==> src/rtl/uart_pkg.sv <==
// Shared definitions for the APB UART transmitter: register offsets, STATUS/CTRL
// bit positions, the TX state type and a helper that packs the STATUS word.
package uart_pkg;

    localparam logic [3:0] UART_TXDATA = 4'h0;
    localparam logic [3:0] UART_STATUS = 4'h4;
    localparam logic [3:0] UART_CTRL   = 4'h8;

    localparam int STAT_BUSY      = 0;
    localparam int STAT_FULL      = 1;
    localparam int STAT_EMPTY     = 2;
    localparam int STAT_COUNT_LSB = 4;
    localparam int STAT_COUNT_W   = 4;

    localparam int CTRL_TX_EN  = 0;
    localparam int CTRL_IRQ_EN = 1;

    typedef enum logic [1:0] {IDLE, START, DATA, STOP} uart_tx_state_t;

    typedef struct packed {
        logic irq_en;
        logic tx_en;
    } uart_ctrl_t;

    function automatic logic [31:0] status_word(input logic busy,
                                                input logic full,
                                                input logic empty,
                                                input logic [STAT_COUNT_W-1:0] count);
        logic [31:0] w;
        w = '0;
        w[STAT_BUSY]  = busy;
        w[STAT_FULL]  = full;
        w[STAT_EMPTY] = empty;
        w[STAT_COUNT_LSB +: STAT_COUNT_W] = count;
        return w;
    endfunction

endpackage

==> src/rtl/uart_tx_fifo.sv <==
// Byte FIFO feeding the UART transmitter. Head is visible combinationally;
// a push while full is dropped even if a pop happens on the same edge.
module uart_tx_fifo #(
    parameter int DEPTH = 8
) (
    input  logic                   clk,
    input  logic                   n_rst,
    input  logic                   push,
    input  logic                   pop,
    input  logic [7:0]             wdata,
    output logic [7:0]             rdata,
    output logic                   full,
    output logic                   empty,
    output logic [$clog2(DEPTH):0] count
);

    localparam int PTR_W = $clog2(DEPTH);
    localparam int CNT_W = PTR_W + 1;

    logic [7:0]       mem_q [DEPTH];
    logic [PTR_W-1:0] wr_ptr_q, wr_ptr_d;
    logic [PTR_W-1:0] rd_ptr_q, rd_ptr_d;
    logic [CNT_W-1:0] count_q, count_d;
    logic             push_ok;
    logic             pop_ok;

    assign full    = (count_q == CNT_W'(DEPTH));
    assign empty   = (count_q == '0);
    assign count   = count_q;
    assign rdata   = mem_q[rd_ptr_q];
    assign push_ok = push && !full;
    assign pop_ok  = pop && !empty;

    always_comb begin
        wr_ptr_d = wr_ptr_q;
        rd_ptr_d = rd_ptr_q;
        count_d  = count_q;
        if (push_ok) wr_ptr_d = wr_ptr_q + PTR_W'(1);
        if (pop_ok)  rd_ptr_d = rd_ptr_q + PTR_W'(1);
        case ({push_ok, pop_ok})
            2'b10:   count_d = count_q + CNT_W'(1);
            2'b01:   count_d = count_q - CNT_W'(1);
            default: count_d = count_q;
        endcase
    end

    always_ff @(posedge clk or negedge n_rst) begin
        if (!n_rst) begin
            wr_ptr_q <= '0;
            rd_ptr_q <= '0;
            count_q  <= '0;
        end else begin
            wr_ptr_q <= wr_ptr_d;
            rd_ptr_q <= rd_ptr_d;
            count_q  <= count_d;
        end
    end

    // Storage needs no reset: an entry is only read after it has been written.
    always_ff @(posedge clk) begin
        if (push_ok) mem_q[wr_ptr_q] <= wdata;
    end

endmodule

==> src/rtl/apb_uart_tx.sv <==
// APB-attached 8N1 UART transmitter: register decode, CTRL register, TX FIFO
// and the serialising FSM with baud and bit counters.
//
// state | meaning
// IDLE  | line high; pops the FIFO head when tx_en and data are present
// START | line low for one bit period
// DATA  | line = shift[0]; shift right after each of the 8 bits
// STOP  | line high for one bit period, then back to IDLE
module apb_uart_tx
    import uart_pkg::*;
#(
    parameter int CLKS_PER_BIT = 286,
    parameter int FIFO_DEPTH   = 8
) (
    input  logic        clk,
    input  logic        n_rst,
    input  logic [31:0] PADDR,
    input  logic [31:0] PWDATA,
    input  logic        PWRITE,
    input  logic        PENABLE,
    input  logic        PSEL,
    output logic [31:0] PRDATA,
    output logic        pslverr,
    output logic        serial_out,
    output logic        tx_irq
);

    localparam int BAUD_W = $clog2(CLKS_PER_BIT);
    localparam int CNT_W  = $clog2(FIFO_DEPTH) + 1;
    localparam logic [BAUD_W-1:0] BAUD_LAST = BAUD_W'(CLKS_PER_BIT - 1);

    uart_tx_state_t    state_q, state_d;
    logic [BAUD_W-1:0] baud_q, baud_d;
    logic [2:0]        bit_q, bit_d;
    logic [7:0]        shift_q, shift_d;
    logic              serial_out_q, serial_out_d;
    uart_ctrl_t        ctrl_q, ctrl_d;

    logic [3:0]        addr;
    logic              access;
    logic              addr_ok;
    logic              wr_err;
    logic              baud_done;
    logic              fifo_push;
    logic              fifo_pop;
    logic [7:0]        fifo_rdata;
    logic              fifo_full;
    logic              fifo_empty;
    logic [CNT_W-1:0]  fifo_count;
    logic              unused_bits;

    assign unused_bits = ^{PADDR[31:4], PWDATA[31:8]};

    assign addr    = PADDR[3:0];
    assign access  = PSEL && PENABLE;
    assign addr_ok = addr inside {UART_TXDATA, UART_STATUS, UART_CTRL};
    assign wr_err  = PWRITE && (((addr == UART_TXDATA) && fifo_full) || (addr == UART_STATUS));
    assign pslverr = access && (!addr_ok || wr_err);

    assign fifo_push = access && PWRITE && (addr == UART_TXDATA) && !fifo_full;

    always_comb begin
        ctrl_d = ctrl_q;
        if (access && PWRITE && (addr == UART_CTRL)) ctrl_d = uart_ctrl_t'(PWDATA[1:0]);
    end

    always_comb begin
        PRDATA = '0;
        if (PSEL) begin
            case (addr)
                UART_STATUS: PRDATA = status_word(state_q != IDLE, fifo_full, fifo_empty,
                                                  STAT_COUNT_W'(fifo_count));
                UART_CTRL:   PRDATA = {30'b0, ctrl_q};
                default:     PRDATA = '0;
            endcase
        end
    end

    uart_tx_fifo #(
        .DEPTH (FIFO_DEPTH)
    ) u_fifo (
        .clk   (clk),
        .n_rst (n_rst),
        .push  (fifo_push),
        .pop   (fifo_pop),
        .wdata (PWDATA[7:0]),
        .rdata (fifo_rdata),
        .full  (fifo_full),
        .empty (fifo_empty),
        .count (fifo_count)
    );

    assign baud_done = (baud_q == BAUD_LAST);

    always_comb begin
        state_d  = state_q;
        baud_d   = baud_q + BAUD_W'(1);
        bit_d    = bit_q;
        shift_d  = shift_q;
        fifo_pop = 1'b0;
        case (state_q)
            IDLE: begin
                baud_d = '0;
                bit_d  = '0;
                if (ctrl_q.tx_en && !fifo_empty) begin
                    fifo_pop = 1'b1;
                    shift_d  = fifo_rdata;
                    state_d  = START;
                end
            end
            START: begin
                if (baud_done) begin
                    baud_d  = '0;
                    state_d = DATA;
                end
            end
            DATA: begin
                if (baud_done) begin
                    baud_d  = '0;
                    shift_d = {1'b0, shift_q[7:1]};
                    bit_d   = bit_q + 3'd1;
                    if (bit_q == 3'd7) state_d = STOP;
                end
            end
            STOP: begin
                if (baud_done) begin
                    baud_d  = '0;
                    state_d = IDLE;
                end
            end
            default: state_d = IDLE;
        endcase
    end

    // The line follows the state one clock later so it comes straight from a flop.
    always_comb begin
        case (state_q)
            START:   serial_out_d = 1'b0;
            DATA:    serial_out_d = shift_q[0];
            default: serial_out_d = 1'b1;
        endcase
    end

    always_ff @(posedge clk or negedge n_rst) begin
        if (!n_rst) begin
            state_q      <= IDLE;
            baud_q       <= '0;
            bit_q        <= '0;
            shift_q      <= '0;
            serial_out_q <= 1'b1;
            ctrl_q       <= '0;
        end else begin
            state_q      <= state_d;
            baud_q       <= baud_d;
            bit_q        <= bit_d;
            shift_q      <= shift_d;
            serial_out_q <= serial_out_d;
            ctrl_q       <= ctrl_d;
        end
    end

    assign serial_out = serial_out_q;
    assign tx_irq     = ctrl_q.irq_en && fifo_empty && (state_q == IDLE);

endmodule

==> config.mk <==
export PLATFORM = sky130hd
export DESIGN_NAME = apb_uart_tx
export DESIGN_NICKNAME = d
export VERILOG_FILES = /design/src/rtl/uart_pkg.sv /design/src/rtl/uart_tx_fifo.sv /design/src/rtl/apb_uart_tx.sv
export SDC_FILE = /design/constraint.sdc
export NUM_CORES = 1
export LEC_CHECK = 0
export CAP_MARGIN = 20
export CORE_UTILIZATION = 25
export CTS_CLUSTER_DIAMETER = 60
export DETAILED_ROUTE_END_ITERATION = 8
export GPL_ROUTABILITY_DRIVEN = 0
export GPL_TIMING_DRIVEN = 0
export PLACE_DENSITY_LB_ADDON = 0.3
export SLEW_MARGIN = 20
export SYNTH_ARGS = -nofsm -noshare
export SYNTH_HDL_FRONTEND = slang
export SYNTH_SLANG_ARGS = --single-unit
==> constraint.sdc <==
create_clock -name clk -period 2.5 [get_ports clk]
set_input_delay 0.5 -clock clk [delete_from_list [all_inputs] [get_ports clk]]
set_output_delay 0.5 -clock clk [all_outputs]
set_load 0.02 [all_outputs]
# Word-level counts from Yosys, hierarchy flattened
# Memory sizes are Yosys's and may differ from the RTL's.
# Index checks and enable logic that the tools add are counted.
# classes
n_addsub	6
n_eq_ne	15
reduce_logical	29
muxes	21
# ops
cell	n
8-bit one-hot mux with 2 select lines	2
8-bit 2-to-1 mux	3
9-bit one-hot mux with 2 select lines	1
1-bit logical AND	13
2-bit 2-to-1 mux	5
2-bit != test (second input constant)	5
3-bit by 1-bit adder with 3-bit output (second input constant)	3
9-bit by 1-bit adder with 9-bit output (second input constant)	1
9-bit equality test (second input constant)	1
9-bit 2-to-1 mux	1
4-bit equality test (second input constant)	2
4-bit zero test	2
2-bit one-hot mux with 4 select lines	1
4-bit one-hot mux with 2 select lines	1
2-bit equality test (second input constant)	3
3-bit one-hot mux with 2 select lines	1
2-bit nonzero test	3
5-bit AND reduction	1
4-bit by 1-bit adder with 4-bit output (second input constant)	1
2-bit by 1-bit equality test with 1-bit output (second input constant)	2
4-bit by 3-bit equality test with 1-bit output (second input constant)	1
1-bit 2-to-1 mux	4
4-bit by 1-bit subtractor with 4-bit output (second input constant)	1
3-bit equality test (second input constant)	1
9 further kinds	12
# totals
reg_bits	35
output_inout_bits	35
inputBits	69
memories	1
ramBits	64
wordCells	82
# mem_list
name	depth	width	rd	rd_clocked_by_memory_dff	wr	line	rtl
u_fifo.mem_q	8	8	1	0	1	uart_tx_fifo.sv:20	logic [7:0] mem_q [DEPTH];

# Depth between registers and ports, before layout
# Gate-level depths: netlist of run 1.
# logic_depth
ltp_word	8
depth_mapped	11
ltp_nobuf	10

# Cells and area by module
# From an unflattened synthesis of run 1, not the netlist that was laid out.
# unflattened
cells_unflattened	319
hier_area_um2	4755.8
# by_module_without_submodules
mod	instances	area_each_um2	seq_area_each_um2	cells_each
uart_tx_fifo	1	3124.2	2172.1	160
apb_uart_tx	1	1631.6	626.9	159

# Least setup slack after synthesis of run 1
# Ideal clock, no wire load.
# synth_path
path_type	input to register
start	input port PADDR[3]
end	register u_fifo.count_q[2] (netlist: u_fifo.count[2])
required_time_ns	2.375
path_buffers	0
setup_slack_ns	-0.147
arrival_time_ns	2.522
setup_time_ns	0.125
stages	10
cell_sequence	or3_1 -> a2111oi_4 -> inv_1 -> ha_1 -> xor2_1 -> ha_1 -> a21oi_1 -> xor2_1 -> nor2_1 -> xor2_1
# synth_via
elab_chain_cells	6
elab_cells_between_ends	8
cone_classes	eq/ne (2); mux (1); reduce/logical (5)
# synth_lines
element	line	rtl
from (decl)	apb_uart_tx.sv:17	input logic [31:0] PADDR,
4-bit zero test *	apb_uart_tx.sv:60	assign fifo_push = access && PWRITE && (addr == UART_TXDATA) && !fifo_full;
1-bit logical AND * (2 in a row)	apb_uart_tx.sv:60	
1-bit logical AND *	uart_tx_fifo.sv:31	assign push_ok = push && !full;
2-bit by 1-bit equality test with 1-bit output / 2-bit equality test (equally long branches)	uart_tx_fifo.sv:40	case ({push_ok, pop_ok})
4-bit one-hot mux with 2 select lines / 2-bit nonzero test (equally long branches)	-	
to (signal assigned)	uart_tx_fifo.sv:55	count_q <= count_d;
to (decl)	uart_tx_fifo.sv:23	logic [CNT_W-1:0] count_q, count_d;
# Every way passes the cells marked *; elsewhere a longest branch is shown, timed or not.
# A chain may end at the register's enable or synchronous reset.

# Final worst setup path of run 1
# layout_path
start	input port PADDR[0]
end	register u_fifo.count_q[2] (netlist: u_fifo.count[2])
# Same word-level chain as after synthesis.

==> flow_summary.yaml, run 1 <==
outcome:
  status: "finished clean"
synthesis:
  synth_area_sq_um: 4540
  synth_top_area_share_pct: 42.3
  synthCells: 309
  yosysTopAreaCell: "edfxtp_1"
  ys.flop_type: "edfxtp_1"
  synth_cell_type_count: 47
  synthArstFlopShare_pct: 35.4
  synth.most_common_cell: "edfxtp_1"
  synth_compound_area_share_pct: 5.04
  synth_xor_xnor_area_share_pct: 3.28
  synthTopCellsByArea: "edfxtp_1, dfrtp_1, mux4_2"
  muxShareOfSynthArea_pct: 11.6
  synthAdderAreaFrac_pct: 3.85
  yosys_warnings: 0
  synth_common_cells: "edfxtp_1, dfrtp_1, nor2_1, buf_4, mux4_2"
  synth_top_family_by_area: "multiplexers"
  synth-edff-count: 64
  avgSynthCellArea_sq_um: 14.7
  synthSimpleGateAreaFrac_pct: 8.70
  ys_ff_latch: 99
  ys_seq_area_share_pct: 61.6
sta:
  drv_slew: 0
  finalClockSkew_ps: 8.77
  post-route-min-period_ps: 2410
  hold_violations: 0
  fin_ws_ps: 92.6
  fmax_mhz: 415
  slew-limit-headroom_pct: 45.3
  layout_worst_path_cycle_share_pct: 96.3
  rsz0062_at_grt: "false"
  tns_ps: 0
  worstMarginPinSlew_ps: 820
  finalSetupViolCount: 0
setup_path:
  critical_path.endpoint_type: "flip-flop"
  rr_startpoint: "u_fifo.count[1]"
  rrSetupSlack_ps: 100
  crit_path_max_fanout: 5
  r2r-end: "u_fifo.count[2]"
  endpoint: "u_fifo.count[2]"
  crit_start: "PADDR[0]"
  reg2reg_depth: 10
  criticalPathCategory: "primary input to flip-flop"
  cp.arrival_ps: 2630
  worst_ep_required_time_ps: 2730
  crit_path_start_kind: "primary input"
power_and_ir_drop:
  p_total_w: 0.00459
  p_leak_nw: 2.25
  vdd.ir_drop.worst_mv: 0.376
  p_per_area_nw_per_um2: 814
die:
  start_util_pct: 25.9
  io_pins: 104
  die_w_um: 137
  fp.coreArea_sq_um: 17500
  die_area_sq_um: 18700
  die_h_um: 137
  core.rowCount: 48
cts:
  clk_latency_ps: 340
  htree_levels: 3
  cts_sinks: 99
  clockBufferDepth: 2
  tritoncts: "yes"
  cts-buffers-inserted: 9
  root_buffer: "clkbuf_16"
  path_clk_slew_ps: 70
  cts_hold_buf: 0
grt:
  grt_overflow_total: 0
  use_met1_pct: 12.5
  grt_start_max_net_pins: 25
  busiest_layer: "met2"
  grt_usage_pct: 9.94
  antenna_found_initial: 0
  grt_pass1_vias: 2548
  grt_use_met2_pct: 16.4
  grt_first_pass_wirelength_um: 13800
  met3_usage_pct: 3.11
layout:
  num_antenna_cells: 0
  drive_above_1_share_pct: 27.1
  syn2layout_area_growth_pct: 24.1
  nets: 458
  fin_cells: 605
  nFillCells: 1739
job:
  drv_cap: 0
detailed_routing:
  drt_wl_total_um: 8490
  vias_per_cell: 4.21
  drtIter0Drc: 166
  drt-pass1-iter-count: 4
  vias: 2546
  wl_per_cell_um: 14.0
  antenna_left: 0
  drc: 0
placement:
  dp_hpwl_um: 5910
  post-place-cells: 587
  port_buffers: 26
  place_ws_ps: -771
min_path:
  hp-class: "primary input to async pin"
[where the power goes]
part | switching, W | total (W) | internal (W)
clock network | 0.000609 | 0.00145 | 0.000845
registers | 0.000121 | 0.00201 | 0.00189
logic | 0.000591 | 0.00113 | 0.000537
total | 0.00132 | 0.00459 | 0.00327
[worst min path at each step]
| stage | from | end | depth (start not counted) | slack (ps) |
|---|---|---|---|---|
| after floorplan | n_rst | baud_q[0] | 0 | 200 |
| after global placement | baud_q[0] | baud_q[0] | 1 | 470 |
| after detailed placement | n_rst | baud_q[3] | 1 | 410 |
| after CTS | n_rst | shift_q[1] | 1 | 30 |
| after global routing | n_rst | baud_q[3] | 1 | 40 |
| final | n_rst | shift_q[1] | 1 | 40 |
[registers in the layout (all words and copies together), names as in the netlist]
signal           count
u_fifo.mem_q        64
serial_out           1
state_q              2
bit_q                3
u_fifo.rd_ptr_q      3
u_fifo.count         4
ctrl_q               2
u_fifo.wr_ptr_q      3
shift_q              8
baud_q               9
[final cells by class]
cell class	count	area, sq um	area share, %
Sequential cell	99	2800	49.6
Multi-Input combinational cell	193	1670	29.7
Timing Repair Buffer	32	302	5.35
Tap cell	225	282	4.99
Clock buffer	11	253	4.48
Buffer	35	246	4.37
Clock inverter	5	65.1	1.15
Inverter	5	18.8	0.333
[per-layer routing]
metal / up-vias / wire (um)
met4: 0 / 61
met2: 42 / 4270
li1: 1236 / -
met1: 1264 / 3820
met5: - / 0
met3: 4 / 337
[what timing repair did]
item / CTS / global route
endpoints found under the setup margin: 71 / 16
buffers inserted: 3 / 0
gates resized for setup: 30 / 16
pin swaps: 1 / 1
[stage by stage]
step	util (%)	hold slack [ps]	area [sq um]
final	32.2	36.6	5640
after detailed placement	29.8	406	5220
after global routing	32.2	39.0	5640
after global placement	29.5	471	5180
after floorplan	-	204	4640
after CTS	32.0	31.8	5620
[cells by family (layout without fill, tap and decap cells)]
| logic type | after synthesis | count (layout) |
|---|---|---|
| other | 1 | 25 |
| AND/OR/NAND/NOR | 79 | 79 |
| flip-flops | 99 | 99 |
| XOR/XNOR | 17 | 17 |
| buffers and inverters | 41 | 88 |
| AO/OA/AOI/OAI | 26 | 26 |
| adder cells (fa/ha/maj) | 14 | 14 |
| multiplexers | 32 | 32 |
[layout by cell type (no fill, tap or decap), drive strengths merged, types with 2 or more instances in the layout]
cell type / count
ha: 14
mux2i: 10
a21oi: 2
nand3: 7
edfxtp: 64
nor2b: 3
conb: 25
nand2b: 4
and3: 5
nand2: 15
a221o: 7
and2: 6
clkdlybuf4s50: 11
nor2: 26
inv: 9
clkbuf: 20
buf: 36
dfrtp: 34
mux4: 16
xnor2: 5
mux2: 6
o21ai: 6
dlygate4sd2: 7
nor3: 5
nand4: 3
xor2: 12
dlymetal6s2s: 3
[critical path, cell delays in order]
cell           delay [ps]
dlygate4sd2_1         290
or3_4                 360
a2111oi_4             260
buf_4                 190
inv_2                  50
ha_4                  170
xor2_1                160
ha_1                  190
a21oi_2               110
xor2_1                150
nor2_1                 60
xor2_1                140
No activity file was read; power rests on OpenSTA's default activity.
==> run 2: changes to the inputs <==
--- a/config.mk
+++ b/config.mk
@@ -10,7 +10,6 @@
 export CTS_CLUSTER_DIAMETER = 60
 export DETAILED_ROUTE_END_ITERATION = 8
 export GPL_ROUTABILITY_DRIVEN = 0
-export GPL_TIMING_DRIVEN = 0
 export PLACE_DENSITY_LB_ADDON = 0.3
 export SLEW_MARGIN = 20
 export SYNTH_ARGS = -nofsm -noshare
==> run 2 against run 1 <==
Non-clock buffer count is 4 lower. Sequential cell count unchanged. Via count grew 0.75%. Largest power group unchanged. Cell area shrank 2.6%. Largest cell class unchanged. Combinational power is 4% lower. Fmax is 1.0% lower. Worst setup slack lost 24 ps. Sequential power is essentially flat. Sequential share of layout area grew 1.3 points.
==> flow_summary.yaml, run 2 (synthesis gave the netlist of run 1 again) <==
outcome:
  status: "finished clean"
setup_path:
  criticalPathCategory: "primary input to output pin"
  crit_slowest_cell: "clkdlybuf4s50_1"
  crit_path_start_kind: "primary input"
  worstPathCellList: "clkdlybuf4s50_1, nor4b_1, buf_4, nand3_1, o21ai_0, clkdlybuf4s15_1"
  cp.arrival_ps: 1930
  path_delay_family: "buffers and inverters"
  critical_path.endpoint_type: "output pin"
  worst-path-buf-inv: 3
  worst_ep_required_time_ps: 2000
  max_stage_delay_ps: 460
  crit_path_max_fanout: 4
sta:
  drv_slew: 0
  worstMarginPinSlew_ps: 799
  finalClockSkew_ps: 9.41
  fin_ws_ps: 68.4
  slew-limit-headroom_pct: 46.7
  rsz0062_at_grt: "false"
  hold_violations: 0
  layout_worst_path_cycle_share_pct: 97.3
  finalSetupViolCount: 0
  post-route-min-period_ps: 2430
  fmax_mhz: 411
min_path:
  hp-class: "primary input to async pin"
cts:
  cts_hold_buf: 0
  clk_latency_ps: 350
  path_clk_slew_ps: 70
  clockBufferDepth: 2
  htree_levels: 3
  cts-buffers-inserted: 9
  root_buffer: "clkbuf_16"
  tritoncts: "yes"
  cts_sinks: 99
detailed_routing:
  antenna_left: 0
  drtIter0Drc: 96
  vias: 2565
  vias_per_cell: 4.27
  wl_per_cell_um: 14.0
  drt-pass1-iter-count: 4
  drc: 0
  drt_wl_total_um: 8430
layout:
  largest_register: "u_fifo.mem_q"
  reg_top3: "u_fifo.mem_q (64), baud_q (9), shift_q (8)"
  syn2layout_area_growth_pct: 21.0
  final_common_cell: "edfxtp_1"
  largest_reg_flops: 64
  drive_above_1_share_pct: 23.7
  nets: 454
  final_cell_mix: "edfxtp_1, buf_4, dfrtp_1"
  num_antenna_cells: 0
  fin_util_pct: 31.3
die:
  die_h_um: 137
  io_pins: 104
  die_w_um: 137
  core.rowCount: 48
  start_util_pct: 25.9
  fp.coreArea_sq_um: 17500
  die_area_sq_um: 18700
power_and_ir_drop:
  p_leak_nw: 2.18
  p_per_area_nw_per_um2: 807
  vdd.ir_drop.worst_mv: 0.407
  p_total_w: 0.00444
grt:
  grt_overflow_total: 0
  grt_start_max_net_pins: 36
  grt_pass1_vias: 2598
  grt_usage_pct: 9.95
  antenna_found_initial: 0
  grt_first_pass_wirelength_um: 13600
placement:
  place_ws_ps: -424
  dp_hpwl_um: 5980
  port_buffers: 26
job:
  drv_cap: 0
-- run 2: layout make-up --
type / instances / area, sq um
sequential: 99 / 2800
fill: 1751 / 12000
multi-input combinational: 193 / 1590
timing repair buffer: 63 / 515
inverter: 5 / 18.8
clock buffer: 10 / 229
tap: 225 / 282
clock inverter: 6 / 61.3
-- run 2: report_power, final --
part           internal (W)  switching (W)  total [W]
Combinational      0.000536       0.000553    0.00109
Clock              0.000695       0.000627    0.00132
Sequential          0.00189       0.000136    0.00203
-- run 2: worst paths after layout --
| kind | from | endpoint | slack (ps) | cells after the start |
|---|---|---|---|---|
| max | PADDR[2] | PRDATA[0] | 70 | 6 |
| min | n_rst | baud_q[3] | 240 | 1 |
| max reg2reg | u_fifo.count[2] | u_fifo.count[2] | 160 | 9 |
| min reg2reg | shift_q[7] | shift_q[7] | 510 | 1 |
| max in group asynchronous | n_rst | u_fifo.rd_ptr_q[1] | 1750 | 1 |
| min in group clk | shift_q[7] | shift_q[7] | 510 | 1 |
-- run 2: per-stage QoR --
step / area [sq um] / std cells / TNS, ps / hold WS (ps)
final: 5500 / 601 / 0 / 243
after global routing: 5500 / 601 / 0 / 302
after CTS: 5500 / 601 / 0 / 269
after detailed placement: 5200 / 584 / -12230 / 481
after global placement: 5200 / 584 / -11760 / 474
after floorplan: 4640 / 333 / 0 / 204
-- run 2: timing repair --
item,in CTS,in global routing
pin swaps,3,1
setup buffers,1,0
setup endpoints to repair,10,3
gates cloned,0,0
resized for setup,16,3
-- run 2: layer usage --
metal | global-route usage (%) | vias up | part of all wire [%]
li1 | - | 1219 | -
met1 | 11.9 | 1292 | 45
met2 | 16.8 | 46 | 51
met3 | 2.81 | 8 | 3.0
met4 | 3.85 | 0 | 1.6
met5 | 0 | - | 0
==> run 3: changes to the inputs <==
--- a/config.mk
+++ b/config.mk
@@ -6,6 +6,7 @@
 export NUM_CORES = 1
 export LEC_CHECK = 0
 export CAP_MARGIN = 20
+export CORE_MARGIN = 5
 export CORE_UTILIZATION = 25
 export CTS_CLUSTER_DIAMETER = 60
 export DETAILED_ROUTE_END_ITERATION = 8
==> run 3 against run 2 <==
Sequential cell count unchanged. Register-to-register slack worse by 30 ps. Count of clock-buffer cells in the layout down 1. Critical path depth unchanged. Largest power group unchanged.
==> flow_summary.yaml, run 3 (synthesis gave the netlist of run 1 again) <==
outcome:
  status: "finished clean"
detailed_routing:
  drtIter0Drc: 125
  vias: 2553
  drt_wl_total_um: 8610
  wl_per_cell_um: 14.4
  drt-pass1-iter-count: 4
  antenna_left: 0
  drc: 0
  vias_per_cell: 4.26
power_and_ir_drop:
  p_total_w: 0.00455
  p_per_area_nw_per_um2: 825
  vdd.ir_drop.worst_mv: 0.541
  p_leak_nw: 2.19
layout:
  fin_area_sq_um: 5510
  num_antenna_cells: 0
  syn2layout_area_growth_pct: 21.3
  largest_register: "u_fifo.mem_q"
  drive_above_1_share_pct: 23.2
  final_cell_mix: "edfxtp_1, dfrtp_1, buf_4"
  final_common_cell: "edfxtp_1"
  nets: 448
  reg_top3: "u_fifo.mem_q (64), baud_q (9), shift_q (8)"
  largest_reg_flops: 64
cts:
  tritoncts: "yes"
  htree_levels: 3
  cts_hold_buf: 0
  path_clk_slew_ps: 70
  cts_sinks: 99
  clk_latency_ps: 340
  cts-buffers-inserted: 9
  clockBufferDepth: 2
  root_buffer: "clkbuf_16"
setup_path:
  worst-path-buf-inv: 3
  max_stage_delay_ps: 440
  crit_path_start_kind: "primary input"
  crit_start: "PADDR[2]"
  crit_slowest_cell: "clkdlybuf4s50_1"
  rr_startpoint: "u_fifo.count[2]"
  worstPathCellList: "clkdlybuf4s50_1, buf_4, and3_1, and2_2, a32o_1, clkdlybuf4s15_2"
  cp.arrival_ps: 1930
  worst_ep_required_time_ps: 2000
  criticalPathCategory: "primary input to output pin"
  critical_path.endpoint_type: "output pin"
  path_delay_family: "buffers and inverters"
  crit_path_max_fanout: 4
die:
  core.rowCount: 49
  io_pins: 104
  start_util_pct: 25.4
  fp.coreArea_sq_um: 17900
  die_w_um: 145
  die_area_sq_um: 21000
  die_h_um: 145
grt:
  grt_start_max_net_pins: 36
  grt_usage_pct: 8.91
  antenna_found_initial: 0
  grt_overflow_total: 0
  grt_first_pass_wirelength_um: 14100
  grt_pass1_vias: 2655
placement:
  port_buffers: 26
  dp_hpwl_um: 6020
  place_area_sq_um: 5170
sta:
  fmax_mhz: 412
  worstMarginPinSlew_ps: 826
  slew-limit-headroom_pct: 44.9
  layout_worst_path_cycle_share_pct: 97.1
  post-route-min-period_ps: 2430
  rsz0062_at_grt: "false"
  tns_ps: 0
  finalSetupViolCount: 0
  drv_slew: 0
  hold_violations: 0
  finalClockSkew_ps: 6.61
min_path:
  hp-class: "primary input to async pin"
job:
  drv_cap: 0
## run 3: cell count changes in the layout (fill, tap and decap cells not counted), moves of 2 or more
cell / before / now
buf_4: 37 / 30
clkinv_4: 3 / 1
dlygate4sd2_1: 10 / 7
dlymetal6s2s_1: 0 / 4
## run 3: report_power, final
group	leakage (nW)	internal (W)	switching, W	total (W)
logic	1.00	0.000541	0.000548	0.00109
registers	1.04	0.00189	0.000143	0.00203
clock network	0.148	0.000793	0.000631	0.00142
total	2.19	0.00323	0.00132	0.00455
## run 3: worst register-to-register path: stages, from the launching register on
cell,delay [ps]
dfrtp_2,450
or4_4,560
and3_2,250
ha_2,190
xor2_1,160
ha_1,190
a21oi_2,120
xor2_1,150
nor2_1,60
xor2_1,140
## run 3: path summary, 6_finish.rpt
| check | to | slack [ps] | cells past startpoint |
|---|---|---|---|
| worst min register to register | baud_q[0] | 480 | 1 |
| worst max register to register | u_fifo.count[2] | 130 | 9 |
| worst min-delay path | u_fifo.count[3] | 260 | 1 |
| max in group asynchronous | u_fifo.count[2] | 1680 | 1 |
| min in group clk | baud_q[0] | 480 | 1 |
| worst max-delay path | PRDATA[1] | 70 | 6 |
## run 3: routing by layer
layer | track usage [%] | vias up | wire length (um)
met1 | 10.5 | 1286 | 3700
met3 | 2.46 | 12 | 374
li1 | - | 1209 | -
met5 | 0 | - | 0
met4 | 3.24 | 0 | 125
met2 | 15.5 | 46 | 4410
## run 3: cell type report
class	count	area, sq um
clock buffers	9	225
fillers	1785	12400
repair buffers	57	498
well taps	229	287
clock inverters	7	86.3
flip-flops and latches	99	2800
multi-input cells	193	1600
inverters	5	18.8
## run 3: through the flow
| stage | setup WS (ps) | hold slack, ps | util, % | std cells |
|---|---|---|---|---|
| after detailed placement | -381 | 481 | 28.9 | 582 |
| final | 72.2 | 255 | 30.8 | 599 |
| after global placement | -376 | 476 | 28.9 | 582 |
| after CTS | 4.01 | 279 | 30.7 | 598 |
| after floorplan | 20.4 | 204 | - | 333 |
| after global routing | 5.89 | 321 | 30.8 | 599 |
## run 3: repair_timing
item	4_1_cts	5_1_grt
buffers inserted	0	1
resized for setup	15	9
setup endpoints to repair	10	9
pin swaps	0	2
